**src/rtl/square_wave_period_detector.sv**
```systemverilog
// Schmitt-trigger square-wave detector measuring period and high-time between rising crossings.
// Define PERIOD_AVG_EN to report the mean of the last four periods instead of single values.
module square_wave_period_detector #(
    parameter int          THRESHOLD_HIGH     = 12288,
    parameter int          THRESHOLD_LOW      = 4096,
    parameter int unsigned MAX_PERIOD_SAMPLES = 65535
) (
    input  logic        clk,
    input  logic        I_RST,
    input  logic        audio_clk_en,
    input  logic [15:0] in,
    output logic        level,
    output logic [15:0] period_samples,
    output logic [15:0] high_samples,
    output logic        period_valid,
    output logic        locked,
    output logic        timeout
);

    localparam logic signed [15:0] ThrHigh  = THRESHOLD_HIGH[15:0];
    localparam logic signed [15:0] ThrLow   = THRESHOLD_LOW[15:0];
    localparam logic        [15:0] MaxCount = MAX_PERIOD_SAMPLES[15:0];

    typedef enum logic [1:0] {
        StIdle,
        StHigh,
        StLow
    } state_e;

    state_e      state_q, state_d;
    logic [15:0] count_q, count_d;
    logic [15:0] high_latch_q, high_latch_d;
    logic [15:0] period_q, period_d;
    logic [15:0] high_q, high_d;
    logic        level_q, level_d;
    logic        valid_q, valid_d;
    logic        locked_q, locked_d;
    logic        timeout_q, timeout_d;

    logic signed [15:0] sample;
    logic               rise;
    logic               fall;
    logic [15:0]        count_inc;
    logic               capture;
    logic               expire;

    assign sample    = in;
    assign rise      = audio_clk_en && !level_q && (sample >= ThrHigh);
    assign fall      = audio_clk_en && level_q && (sample <= ThrLow);
    // count stays below MaxCount, so the increment cannot overflow
    assign count_inc = count_q + 16'd1;

`ifdef PERIOD_AVG_EN
    logic [3:0][15:0] per_hist_q;
    logic [3:0][15:0] high_hist_q;
    logic [2:0]       fill_q;
    logic [17:0]      per_sum;
    logic [17:0]      high_sum;
    logic [15:0]      period_avg;
    logic [15:0]      high_avg;

    // Sums include the sample being captured this strobe plus the three newest stored.
    always_comb begin
        per_sum    = {2'b00, count_inc} + {2'b00, per_hist_q[0]}
                   + {2'b00, per_hist_q[1]} + {2'b00, per_hist_q[2]};
        high_sum   = {2'b00, high_latch_q} + {2'b00, high_hist_q[0]}
                   + {2'b00, high_hist_q[1]} + {2'b00, high_hist_q[2]};
        period_avg = per_sum[17:2];
        high_avg   = high_sum[17:2];
    end

    always_ff @(posedge clk or posedge I_RST) begin
        if (I_RST) begin
            per_hist_q  <= '0;
            high_hist_q <= '0;
            fill_q      <= 3'd0;
        end else if (expire) begin
            per_hist_q  <= '0;
            high_hist_q <= '0;
            fill_q      <= 3'd0;
        end else if (capture) begin
            per_hist_q  <= {per_hist_q[2:0], count_inc};
            high_hist_q <= {high_hist_q[2:0], high_latch_q};
            if (fill_q != 3'd4) begin
                fill_q <= fill_q + 3'd1;
            end
        end
    end
`endif

    always_comb begin
        level_d = level_q;
        if (rise) begin
            level_d = 1'b1;
        end else if (fall) begin
            level_d = 1'b0;
        end
    end

    always_comb begin
        state_d      = state_q;
        count_d      = count_q;
        high_latch_d = high_latch_q;
        period_d     = period_q;
        high_d       = high_q;
        valid_d      = 1'b0;
        locked_d     = locked_q;
        timeout_d    = 1'b0;
        capture      = 1'b0;
        expire       = 1'b0;

        if (audio_clk_en) begin
            unique case (state_q)
                StIdle: begin
                    count_d = '0;
                    if (rise) begin
                        state_d = StHigh;
                    end
                end
                StHigh: begin
                    if (count_inc == MaxCount) begin
                        expire = 1'b1;
                    end else begin
                        count_d = count_inc;
                        if (fall) begin
                            state_d      = StLow;
                            high_latch_d = count_inc;
                        end
                    end
                end
                StLow: begin
                    // A crossing on the timeout strobe still completes the period.
                    if (rise) begin
                        capture = 1'b1;
                        count_d = '0;
                        state_d = StHigh;
                    end else if (count_inc == MaxCount) begin
                        expire = 1'b1;
                    end else begin
                        count_d = count_inc;
                    end
                end
                default: begin
                    state_d = StIdle;
                    count_d = '0;
                end
            endcase
        end

        if (expire) begin
            state_d   = StIdle;
            count_d   = '0;
            timeout_d = 1'b1;
            locked_d  = 1'b0;
            period_d  = '0;
            high_d    = '0;
        end

        if (capture) begin
`ifdef PERIOD_AVG_EN
            if (fill_q >= 3'd3) begin
                period_d = period_avg;
                high_d   = high_avg;
                valid_d  = 1'b1;
                locked_d = 1'b1;
            end
`else
            period_d = count_inc;
            high_d   = high_latch_q;
            valid_d  = 1'b1;
            locked_d = 1'b1;
`endif
        end
    end

    always_ff @(posedge clk or posedge I_RST) begin
        if (I_RST) begin
            state_q      <= StIdle;
            count_q      <= '0;
            high_latch_q <= '0;
            period_q     <= '0;
            high_q       <= '0;
            level_q      <= 1'b0;
            valid_q      <= 1'b0;
            locked_q     <= 1'b0;
            timeout_q    <= 1'b0;
        end else begin
            state_q      <= state_d;
            count_q      <= count_d;
            high_latch_q <= high_latch_d;
            period_q     <= period_d;
            high_q       <= high_d;
            level_q      <= level_d;
            valid_q      <= valid_d;
            locked_q     <= locked_d;
            timeout_q    <= timeout_d;
        end
    end

    assign level          = level_q;
    assign period_samples = period_q;
    assign high_samples   = high_q;
    assign period_valid   = valid_q;
    assign locked         = locked_q;
    assign timeout        = timeout_q;

endmodule

```
**config.mk**
```make
export PLATFORM = sky130hd
export DESIGN_NAME = square_wave_period_detector
export DESIGN_NICKNAME = d
export VERILOG_FILES = /design/src/rtl/square_wave_period_detector.sv
export SDC_FILE = /design/constraint.sdc
export NUM_CORES = 1
export LEC_CHECK = 0
export BUFFER_PORTS_ARGS = -buffer_cell sky130_fd_sc_hd__clkbuf_2
export CORE_ASPECT_RATIO = 0.75
export CORE_MARGIN = 4
export CORE_UTILIZATION = 49
export CTS_BUF_LIST = sky130_fd_sc_hd__clkbuf_8
export CTS_CLUSTER_SIZE = 25
export DETAILED_ROUTE_END_ITERATION = 8
export PLACE_DENSITY_LB_ADDON = 0.15
export SLEW_MARGIN = 10
export SYNTH_ARGS = -nofsm -noshare
export SYNTH_HDL_FRONTEND = slang
export SYNTH_SLANG_ARGS = --single-unit
export TNS_END_PERCENT = 1
```
**constraint.sdc**
```tcl
create_clock -name clk -period 3.4 [get_ports clk]
set_input_delay 0.68 -clock clk [delete_from_list [all_inputs] [get_ports clk]]
set_output_delay 0.68 -clock clk [all_outputs]
set_load 0.01 [all_outputs]
```
==> metrics <==
# resized after CTS=0; fin worst setup slack=0.407 ns; drt total wl=7650 µm; Top cell by count, worst path=o21ai_2; synth warn=0; Skew-Pair Late Insertion Delay=0.35 ns; area grow syn2layout=17.4%; asr flop ratio synth=100%; hold_buf cts=0; CTS max path bufs=2; die outline height=78.2 µm; worst vdd ir=0.328 mV; Clock Sinks=70; crit start category=flop; # H-tree levels=3; status=finished, final reports clean; crit-path cells=ha_1, nand4_2, or3_4, a2111oi_4, nand3_1, a211o_1, o21ai_2, o21ai_2, buf_4, a22o_1; Hold/Removal Path Class=in -> async; drt first-iter violations=147; gp weighted congestion=0.864; register bit total from synthesis=70; largest net degree at the start of global routing=59; EDFF count, synth=0; core area=6350 µm²; initial antenna violation count=0; die footprint=7940 µm²; Max transition margin=52.5%; # nets final=370; post-DR wirelength/cell=17.7 µm; reg2reg path depth=10; Setup Buffers After CTS=0; Power Density=515 nW/µm²; clock-pin transition on the worst setup and hold timing paths=0.07 ns; worst r2r src=count_q[1]$_DFFE_PP0P_; Buf/Inv on CP=1; RSZ-0062 raised after global routing=no; Via density=5.73; Max Cap Viol=0; Die W=102 µm; row count=25; Tcrit/Tclk final=88.0%; cell area after synthesis=3220 µm²; Placed Cells=415; Crit Path Class=reg -> reg; Routed Antenna Nets=0; Worst path top cell family by delay=compound AO/OA/AOI/OAI gates; total congestion overflow=0; DP HPWL=5340 µm; io pins=55; crit end category=flop; Fmax=0.334 GHz; final setup violation count=0; placed inst area=3560 µm²; Power Total=1950 µW; CTS buffer count=9; Pleak=0.00178 µW; vias in the first global route=2483; Least-Margin Pin Slew=0.712 ns; worst-path maximum fanout=32; Final Instance Area=3780 µm²; layout cell share with drive strength beyond 1=29.7%; Worst EP arrival=3.23 ns; drt pass-1 iters=4; post-synthesis cell count=284; DRC=0; post-synthesis sequential area ratio=54.4%; fillcell total=553; TritonCTS clock tree=built; worst slack, placed=0.458 ns; setup TNS=0 ns; Mean Syn Cell Area=11.3 µm²; critical path required time=3.64 ns; CP max-delay cell=dfrtp_1; CP Depth=10; synth unique cells=45; Worst path max stage delay=0.43 ns; worst setup path start=count_q[1]$_DFFE_PP0P_; Starting Density=50.7%; diode count=0; Post-Layout Cell Count=431; syn nets=309; via count=2470; leading register cell type out of synthesis=dfrtp_1; worst clock skew=0.00668 ns; Final Hold Fails=0; Root Driver=clkbuf_8; min Tclk post-route=2.99 ns; first-pass GRT wire length=12900 µm; Slew Viols, Final=0; Port Buffer Count=54; Tot GR Track Use=21.1%
-- area by class of cell --
class | count | area, µm² | share of cell area, %
Clock buffer | 9 | 124 | 3.28
Multi-Input combinational cell | 189 | 1320 | 35.0
Tap cell | 81 | 101 | 2.68
Clock inverter | 7 | 90.1 | 2.38
Timing Repair Buffer | 64 | 345 | 9.14
Sequential cell | 70 | 1750 | 46.4
Inverter | 11 | 41.3 | 1.09
-- path summary, 6_finish.rpt --
kind,end,slack [ns]
setup / recovery,high_samples[15]$_DFFE_PP0P_,0.41
hold / removal,high_samples[3]$_DFFE_PP0P_,0.24
setup reg to reg,high_samples[15]$_DFFE_PP0P_,0.41
hold reg to reg,high_latch_q[3]$_DFFE_PP0P_,0.49
max in group asynchronous,count_q[12]$_DFFE_PP0P_,2.17
min in group clk,high_latch_q[3]$_DFFE_PP0P_,0.49
-- worst register-to-register path: cells and delay by family, from the launching register on --
| kind | cells | cell delay, ns |
|---|---|---|
| fa+ha+maj | 1 | 0.33 |
| buf+inv | 1 | 0.25 |
| flops | 1 | 0.43 |
| compound gates | 5 | 1.10 |
| simple gates | 3 | 0.76 |
-- Yosys cell counts (2+ instances only) --
master	count	area share, %
a211o_1	2	0.54
a211oi_1	2	0.47
a21oi_1	9	1.4
a22o_1	22	6.0
a31oi_1	6	1.2
and3_2	3	0.70
buf_2	3	0.47
buf_6	6	2.1
clkbuf_1	5	0.58
dfrtp_1	70	54
ha_1	6	2.3
inv_1	10	1.2
mux2_2	4	1.4
nand2_1	26	3.0
nand3_1	14	2.2
nand4_1	4	0.78
nor2_1	6	0.70
nor3_1	3	0.47
nor4_1	5	0.97
o21ai_0	19	3.0
o21ai_2	2	0.54
o22ai_1	4	0.78
o2bb2ai_1	17	4.6
or3_2	2	0.47
or4_1	2	0.47
xnor2_1	9	2.4
xor2_1	5	1.4
-- flip-flops by register name, indices dropped and copies added, names as in the netlist --
signal / cells
period_valid: 1
locked: 1
high_latch_q: 16
state_q: 2
level: 1
period_samples: 16
count_q: 16
high_samples: 16
timeout: 1
-- cells in the final DEF (no fill, tap or decap), types with 3 or more instances in the layout --
cell	instances
dfrtp_1	70
clkbuf_2	54
nand2_1	26
a22o_1	22
o21ai_0	19
o2bb2ai_1	17
nand3_1	14
inv_1	10
buf_4	10
a21oi_1	9
xnor2_1	9
clkbuf_8	9
nor2_1	6
a31oi_1	6
ha_1	6
nor4_1	5
xor2_1	5
o22ai_1	4
nand4_1	4
mux2_2	4
and3_2	3
nor3_1	3
-- power breakdown --
part / switching, µW / internal, µW / total [µW]
Sequential: 42.9 / 884 / 927
Clock: 323 / 409 / 732
Combinational: 177 / 111 / 287
Total: 542 / 1400 / 1950
-- per-stage QoR --
step | hold slack, ns | util, %
CTS | 0.230 | 59.5
global route | 0.237 | 59.5
finish | 0.237 | 59.5
detailed placement | 0.471 | 56.1
global placement | 0.468 | 56.1
floorplan | 0.450 | -
-- kinds of logic (layout without fill, tap and decap cells) --
kind of cell / Yosys count / after routing / share of synthesized area [%]
AO/OA/AOI/OAI: 88 / 88 / 20.4
XOR/XNOR: 14 / 14 / 3.81
adder cells (fa/ha/maj): 6 / 6 / 2.33
buffers and inverters: 25 / 91 / 4.43
flip-flops: 70 / 70 / 54.4
multiplexers: 5 / 5 / 1.71
AND/OR/NAND/NOR: 76 / 76 / 12.9
-- per-layer routing --
metal / up-vias / GRT usage (%) / routed length [µm] / part of all wire [%]
met2: 76 / 29.7 / 3270 / 43
met5: - / 0 / 0 / 0
met3: 13 / 5.42 / 468 / 6.1
met4: 0 / 6.51 / 125 / 1.6
li1: 1176 / - / - / -
met1: 1205 / 31.7 / 3780 / 49
No activity file was read; power rests on OpenSTA's default activity.
